`config.mk`:
```
export PLATFORM = sky130hd
export DESIGN_NAME = fifo_ctrl_flex
export DESIGN_NICKNAME = d
export VERILOG_FILES = /design/src/rtl/fifo_pkg.sv /design/src/rtl/fifo_ptr.sv /design/src/rtl/fifo_ctrl_flex.sv
export SDC_FILE = /design/constraint.sdc
export NUM_CORES = 1
export LEC_CHECK = 0
export BUFFER_PORTS_ARGS = -buffer_cell sky130_fd_sc_hd__buf_2
export CAP_MARGIN = 25
export CORE_UTILIZATION = 49
export DETAILED_ROUTE_END_ITERATION = 12
export GPL_ROUTABILITY_DRIVEN = 0
export HOLD_SLACK_MARGIN = 0.08
export PLACE_DENSITY_LB_ADDON = 0.1
export SYNTH_ARGS = -nofsm -noshare
export SYNTH_HDL_FRONTEND = slang
export SYNTH_SLANG_ARGS = --single-unit
```
`constraint.sdc`:
```
create_clock -name clk -period 2.2 [get_ports clk]
set_input_delay 0.22 -clock clk [delete_from_list [all_inputs] [get_ports clk]]
set_output_delay 0.22 -clock clk [all_outputs]
set_load 0.02 [all_outputs]
```
`src/rtl/fifo_pkg.sv`:
```
// Shared types and helpers for the flexible FIFO controller.
// Latency: n/a (types and pure functions only).
// Backpressure: n/a.
package fifo_pkg;

  // Status bundle, laid out for reuse by software-visible status registers.
  typedef struct packed {
    logic full;
    logic empty;
    logic almost_full;
    logic almost_empty;
    logic overflow;
    logic underflow;
  } fifo_status_t;

  // Increment-with-wrap for an arbitrary depth. The sum is formed at 32 bits,
  // so it is always wider than the pointer and the compare never sees a
  // truncated value.
  function automatic int ptr_wrap(input int ptr, input int depth);
    return (ptr == depth - 1) ? 0 : ptr + 1;
  endfunction

endpackage

```
`src/rtl/fifo_ptr.sv`:
```
// Wrap counter for one FIFO pointer (write or read side).
// Latency: ptr updates one cycle after inc/clr.
// Backpressure: none; the caller qualifies inc.
module fifo_ptr
  import fifo_pkg::*;
#(
  parameter  int DEPTH      = 8,
  localparam int ADDR_WIDTH = $clog2(DEPTH)
) (
  input  logic                  clk,
  input  logic                  rst_n,
  input  logic                  inc,
  input  logic                  clr,
  output logic [ADDR_WIDTH-1:0] ptr
);

  logic [ADDR_WIDTH-1:0] ptr_q, ptr_d;

  // Next pointer: clear wins over advance; advance wraps at DEPTH-1 so
  // non-power-of-2 depths work.
  always_comb begin
    ptr_d = ptr_q;
    if (clr) begin
      ptr_d = '0;
    end else if (inc) begin
      ptr_d = ADDR_WIDTH'(ptr_wrap(int'(ptr_q), DEPTH));
    end
  end

  // Pointer register.
  always_ff @(posedge clk or negedge rst_n) begin
    if (!rst_n) begin
      ptr_q <= '0;
    end else begin
      ptr_q <= ptr_d;
    end
  end

  assign ptr = ptr_q;

endmodule

```
`src/rtl/fifo_ctrl_flex.sv`:
```
// FIFO controller for an external dual-port SRAM: addresses, strobes, count, flags.
// Latency: w_fire/r_fire combinational; addresses, count and flags 1 cycle after fire.
// Backpressure: writes refused while full, reads refused while empty; refusals set sticky errors.
module fifo_ctrl_flex
  import fifo_pkg::*;
#(
  parameter  int DEPTH      = 8,
  parameter  int AF_LEVEL   = DEPTH - 2,
  parameter  int AE_LEVEL   = 2,
  localparam int ADDR_WIDTH = $clog2(DEPTH),
  localparam int CNT_WIDTH  = $clog2(DEPTH + 1)
) (
  input  logic                  clk,
  input  logic                  rst_n,
  input  logic                  w_en,
  input  logic                  r_en,
  input  logic                  flush,
  input  logic                  clr_err,
  output logic                  w_fire,
  output logic                  r_fire,
  output logic [ADDR_WIDTH-1:0] w_addr,
  output logic [ADDR_WIDTH-1:0] r_addr,
  output logic [CNT_WIDTH-1:0]  count,
  output logic                  full,
  output logic                  empty,
  output logic                  almost_full,
  output logic                  almost_empty,
  output logic                  overflow,
  output logic                  underflow
);

  // Empty FIFO: count 0 is always at or below AE_LEVEL and below AF_LEVEL.
  localparam fifo_status_t STATUS_RST = '{
    full:         1'b0,
    empty:        1'b1,
    almost_full:  1'b0,
    almost_empty: 1'b1,
    overflow:     1'b0,
    underflow:    1'b0
  };

  logic [CNT_WIDTH-1:0] count_q, count_d;
  fifo_status_t         status_q, status_d;
  logic                 ovf_set, unf_set;

  // Acceptance from registered flags only; flush and reset block both sides.
  assign w_fire = rst_n & w_en & ~status_q.full  & ~flush;
  assign r_fire = rst_n & r_en & ~status_q.empty & ~flush;

  // A request refused at a boundary is an error; a flush cycle is not.
  assign ovf_set = w_en & status_q.full  & ~flush;
  assign unf_set = r_en & status_q.empty & ~flush;

  // Next count and flags; flags decode count_d so they line up with count.
  always_comb begin
    count_d = count_q;
    if (flush) begin
      count_d = '0;
    end else begin
      count_d = count_q + CNT_WIDTH'(w_fire) - CNT_WIDTH'(r_fire);
    end
    status_d              = status_q;
    status_d.full         = (count_d == CNT_WIDTH'(DEPTH));
    status_d.empty        = (count_d == '0);
    status_d.almost_full  = (count_d >= CNT_WIDTH'(AF_LEVEL));
    status_d.almost_empty = (count_d <= CNT_WIDTH'(AE_LEVEL));
    // Set wins over a simultaneous clear.
    status_d.overflow     = ovf_set | (status_q.overflow  & ~clr_err);
    status_d.underflow    = unf_set | (status_q.underflow & ~clr_err);
  end

  // Count and status registers.
  always_ff @(posedge clk or negedge rst_n) begin
    if (!rst_n) begin
      count_q  <= '0;
      status_q <= STATUS_RST;
    end else begin
      count_q  <= count_d;
      status_q <= status_d;
    end
  end

  fifo_ptr #(.DEPTH(DEPTH)) u_wptr (
    .clk   (clk),
    .rst_n (rst_n),
    .inc   (w_fire),
    .clr   (flush),
    .ptr   (w_addr)
  );

  fifo_ptr #(.DEPTH(DEPTH)) u_rptr (
    .clk   (clk),
    .rst_n (rst_n),
    .inc   (r_fire),
    .clr   (flush),
    .ptr   (r_addr)
  );

  assign count        = count_q;
  assign full         = status_q.full;
  assign empty        = status_q.empty;
  assign almost_full  = status_q.almost_full;
  assign almost_empty = status_q.almost_empty;
  assign overflow     = status_q.overflow;
  assign underflow    = status_q.underflow;

endmodule

```
Yosys cells after proc, flatten, opt, wreduce, memory -nomap -nowiden --
Cells that the tools add are included. W data, S select, Z words.
Storage, ports and cells: register bits after elaboration 16, bits of input ports 6, output and inout bits 18, logic and storage cells 46
Cells by class: $add $sub $neg 4, magnitude comparators 2, equal/unequal tests 3, muxes and demuxes 7, bitwise gates (word level) 18, reduce and logical (&&, ||, !) cells 3
Operator list (count):
- $mux W3 | 6
- $and A1 B1 Y1 | 12
- $add A3 B1 Y3 const B | 2
- $eq A3 B1 Y1 const B | 2
- $add A4 B1 Y4 | 1
- $eq A4 B4 Y1 const B | 1
- $ge A4 B3 Y1 const B | 1
- $le A4 B2 Y1 const B | 1
- $logic_not A4 Y1 | 1
- $mux W4 | 1
- $not A1 Y1 | 4
- $reduce_bool A2 Y1 | 2
- $sub A4 B1 Y4 | 1
- $or A1 B1 Y1 | 2

Depth between registers and ports, before layout --
word-level depth 7, mapped depth 9, mapped depth without buffers 8

Hierarchy --
Synthesis repeated with hierarchy kept, for this count alone.
Unflattened totals: cells, all modules 70, area total of the unflattened synthesis 815.8 µm²
Modules (own cells, without submodules):
- fifo_ctrl_flex | times used 1, cells an instance 46, area each 513.0 µm², sequential area each 252.7 µm²
- fifo_ptr | times used 2, cells an instance 12, area each 151.4 µm², sequential area each 75.1 µm²

Worst setup path after synthesis --
Ideal clock, no wire load.
kind register to register, from reg status_q, in the netlist empty, to reg status_q, in the netlist almost_full, setup time 0.136 ns, arrival 2.529 ns, data required time 2.064 ns, setup slack -0.466 ns, cell stages (with the launch flop) 9, buffers on the path 0, period minus slack after synthesis 2.666 ns, path through dfstp_2 > nor4bb_1 > ha_1 > inv_1 > ha_1 > fa_1 > xnor2_1 > nand2b_1 > a21oi_1
RTL lines:
- from (decl) | RTL line fifo_ctrl_flex.sv:43 | fifo_status_t status_q, status_d;
- from (signal assigned) | RTL line fifo_ctrl_flex.sv:79 | status_q <= status_d;

==> summary.md <==
| Metric | Value |
|---|---|
| Net Count, Synth | 89 |
| Buffers on Ports | 23 |
| Post-synthesis sequential area ratio | around half |
| Clock insertion delay at the later pin of the skew report | approximately 0.28 ns |
| Via count of the routed design | about 620 |
| Status | completed |
| Root buf cell | clkbuf_4 |
| Synthesis Warnings | 0 |
| Synth area leaders | dfrtp_1 43%, ha_1 12%, dfstp_2 6.5% |
| CTS clock-pin slew for the worst setup and hold paths | 0.09 ns |
| Initial Util | 53.0% |
| Post-DP HPWL | ~1200 um |
| Library cells used by synthesis | 24 |
| Crit path max fanout | 4 |
| DR vias/cell | ~5.2 |
| WL per Instance | about 12 um |
| Area Growth Syn to Fin | 28.6% |
| Final hold viol count | 0 |
| Placed instance count | between 100 and 150 |
| Ratio of cells with drive above 1 in the final layout | between 30% and 40% |
| Cts bufs inserted | 3 |
| Syn avg cell area | roughly 11 um2 |
| Post-synthesis mux area share | 3.72% |
| Diode count | 0 |
| Core Area | between 1500 and 2000 um2 |
| Simple-gate share of the synthesized area | ~15% |
| Row count | 14 |
| Final setup viols | 0 |
| Final Max Tran Viols | 0 |
| Adder-cell share of the synthesized area | 14.9% |
| Worst path arrival time | 2.30 ns |
| Lkg Pwr | roughly 0.58 nW |
| Worst clock skew | ~0.0022 ns |
| Clock Tree Buf Depth | 2 |
| Initial antenna violation count | 0 |
| Internal power | 0.666 mW |
| First-pass GRT wire length | between 2000 and 3000 um |
| Max_cap viols | 0 |
| Fin crit period | ~2.1 ns |
| Cell area power density | around 1000 nW/um2 |
| Die area | approximately 1800 um2 |
| Finished Layout Cells | between 100 and 150 |
| Clock sinks | 16 |
| DRT Pass-1 Iters | 4 |
| DR iter-0 viols | 4 |
| CTS tree | built |
| Xor/xnor cell area share of the yosys netlist | 4.18% |
| Post-synthesis cell count | 74 |
| Sw Pwr | 0.405 mW |
| Post-synthesis cell area | 808 um2 |
| Fin nets | approximately 120 |
| Clock network fraction of design power | 17.7% |
| Maximum vdd drop | roughly 840 uV |
| Sw frac | a little under two fifths |
| DRC | 0 |
| Fin crit share | between 90% and 100% |
| Critical Path Sink Type | flip-flop |
| Setup TNS | 0 ns |
| Achievable Freq | roughly 0.48 GHz |
| Sequential power share | between 30% and 40% |
| DIE WIDTH | about 43 um |
| DIE HEIGHT | ~43 um |
| HP Class | input pin to flip-flop |
| I/O pin count | 24 |
| Relative slew slack | approximately four fifths |
| Total congestion overflow | 0 |
| WL final | between 1000 and 1500 um |
| Critical Path RT | between 2 and 2.5 ns |
| Total track usage | a little under a fifth |
| Post-CTS Setup Inserts | 0 |
| Cell taking the most area after synthesis | dfrtp_1 |
| Largest family of logic cells by synthesized area | simple AND/OR/NAND/NOR gates |
| Fin util | 68.2% |
| #FFs+latches synth | 16 |
| Yosys top cell area share | about 43% |
| Comb power frac | 43.8% |
| H-tree depth | 1 |
| Compound-Gate Fraction of Synth Area | between 8 and 9% |
| Crit start category | flip-flop |
| Vias in the first global route | 620 |
| Crit Path Class | flip-flop to flip-flop |
| Pin count of the biggest net entering global routing | 18 |
| Final ANT Viol Nets | 0 |
| Worst slew pin tran | roughly 0.31 ns |
[path summary, 6_finish.rpt]
| check | start | to | slack, ns | cells after the start |
|---|---|---|---|---|
| max | empty | full | 0.11 | 8 |
| min | clr_err | overflow | 0.13 | 2 |
| max reg2reg | empty | full | 0.11 | 8 |
| min reg2reg | underflow | underflow | 0.52 | 2 |
| max in group asynchronous | rst_n | almost_empty | 1.49 | 3 |
| min in group asynchronous | rst_n | u_wptr.ptr[1] | 0.46 | 3 |
[layout by cell type, fill, tap and decap left out, types with 2 or more instances in the layout]
| cell | count |
|---|---|
| a21oi_1 | 4 |
| a31o_1 | 2 |
| buf_2 | 23 |
| buf_4 | 3 |
| clkbuf_4 | 3 |
| dfrtp_1 | 14 |
| dfstp_2 | 2 |
| ha_1 | 7 |
| inv_1 | 7 |
| mux2i_1 | 3 |
| nand2_1 | 3 |
| nand3b_1 | 3 |
| nor2_1 | 9 |
| nor2b_1 | 2 |
| nor3_1 | 2 |
| xnor2_2 | 2 |
[layout make-up]
type | instances | area, um2
well taps | 16 | 20.0
inverters | 7 | 26.3
flip-flops and latches | 16 | 403
fillers | 132 | 484
clock buffers | 4 | 36.3
repair buffers | 27 | 148
multi-input cells | 49 | 407
[power groups by stage]
stage | registers, mW | clock network [mW] | logic, mW
2_1_floorplan | 0.494 | 0 | 0.249
3_3_place_gp | 0.413 | 0 | 0.447
3_5_place_dp | 0.418 | 0 | 0.453
4_1_cts | 0.413 | 0.194 | 0.456
5_1_grt | 0.420 | 0.205 | 0.516
6_report | 0.412 | 0.190 | 0.469
[logic make-up (layout without fill, tap and decap cells)]
group / after synthesis / count (layout)
AOI/OAI and AO/OA: 10 / 10
DFF: 16 / 16
and+or+nand+nor: 24 / 24
adders and majority gates: 9 / 9
xor gates and xnor gates: 3 / 3
muxes: 3 / 3
buffers and inverters: 9 / 38
[synth_stat cells (all sizes together)]
cell type / n
a21o: 1
a21oi: 5
a31o: 2
clkbuf: 2
dfrtp: 14
dfstp: 2
fa: 1
ha: 8
inv: 7
mux2i: 3
nand2: 3
nand2b: 1
nand3b: 3
nor2: 10
nor2b: 2
nor3: 3
nor3b: 1
nor4bb: 1
o21ai: 1
o22ai: 1
xnor2: 2
xor2: 1
[worst max-delay path, cell delays in order, from the launching register on]
cell,delay (ns)
dfstp_2,0.40
nor4bb_4,0.30
ha_1,0.27
inv_1,0.06
ha_2,0.19
fa_2,0.48
nor2_2,0.12
nand2_1,0.07
nor3_2,0.12
[per-layer routing]
layer  global-route usage (%)  routed length (um)  vias to the layer above  part of all wire [%]
met2                     32.9                 763                       18                    51
met3                     3.88                  69                        2                   4.6
met5                        0                   0                        -                     0
met4                     4.38                   9                        0                  0.61
met1                     22.9                 645                      295                    43
li1                         -                   -                      308                     -
[state kept, by name, summed over array words and instances (netlist names)]
name and count:
count 4, u_rptr.ptr 3, u_wptr.ptr 3, almost_empty 1, almost_full 1, empty 1, full 1, overflow 1
underflow 1
[per-stage QoR]
stage | hold WS (ns) | total power, mW | instance area (um2) | worst slack, ns
floorplan | -0.0756 | 0.744 | 832 | 0.000365
global placement | 0.215 | 0.860 | 981 | 0.156
detailed placement | 0.222 | 0.872 | 981 | 0.0908
CTS | 0.125 | 1.06 | 1030 | 0.0702
global route | 0.116 | 1.14 | 1040 | -0.0314
finish | 0.128 | 1.07 | 1040 | 0.108
[repair_timing]
action | CTS | global route
endpoints found under the setup margin | 0 | 2
hold endpoints to repair | 14 | 0
gates resized for setup | 0 | 4
hold buffers | 1 | 0
No activity file was read; power rests on OpenSTA's default activity.
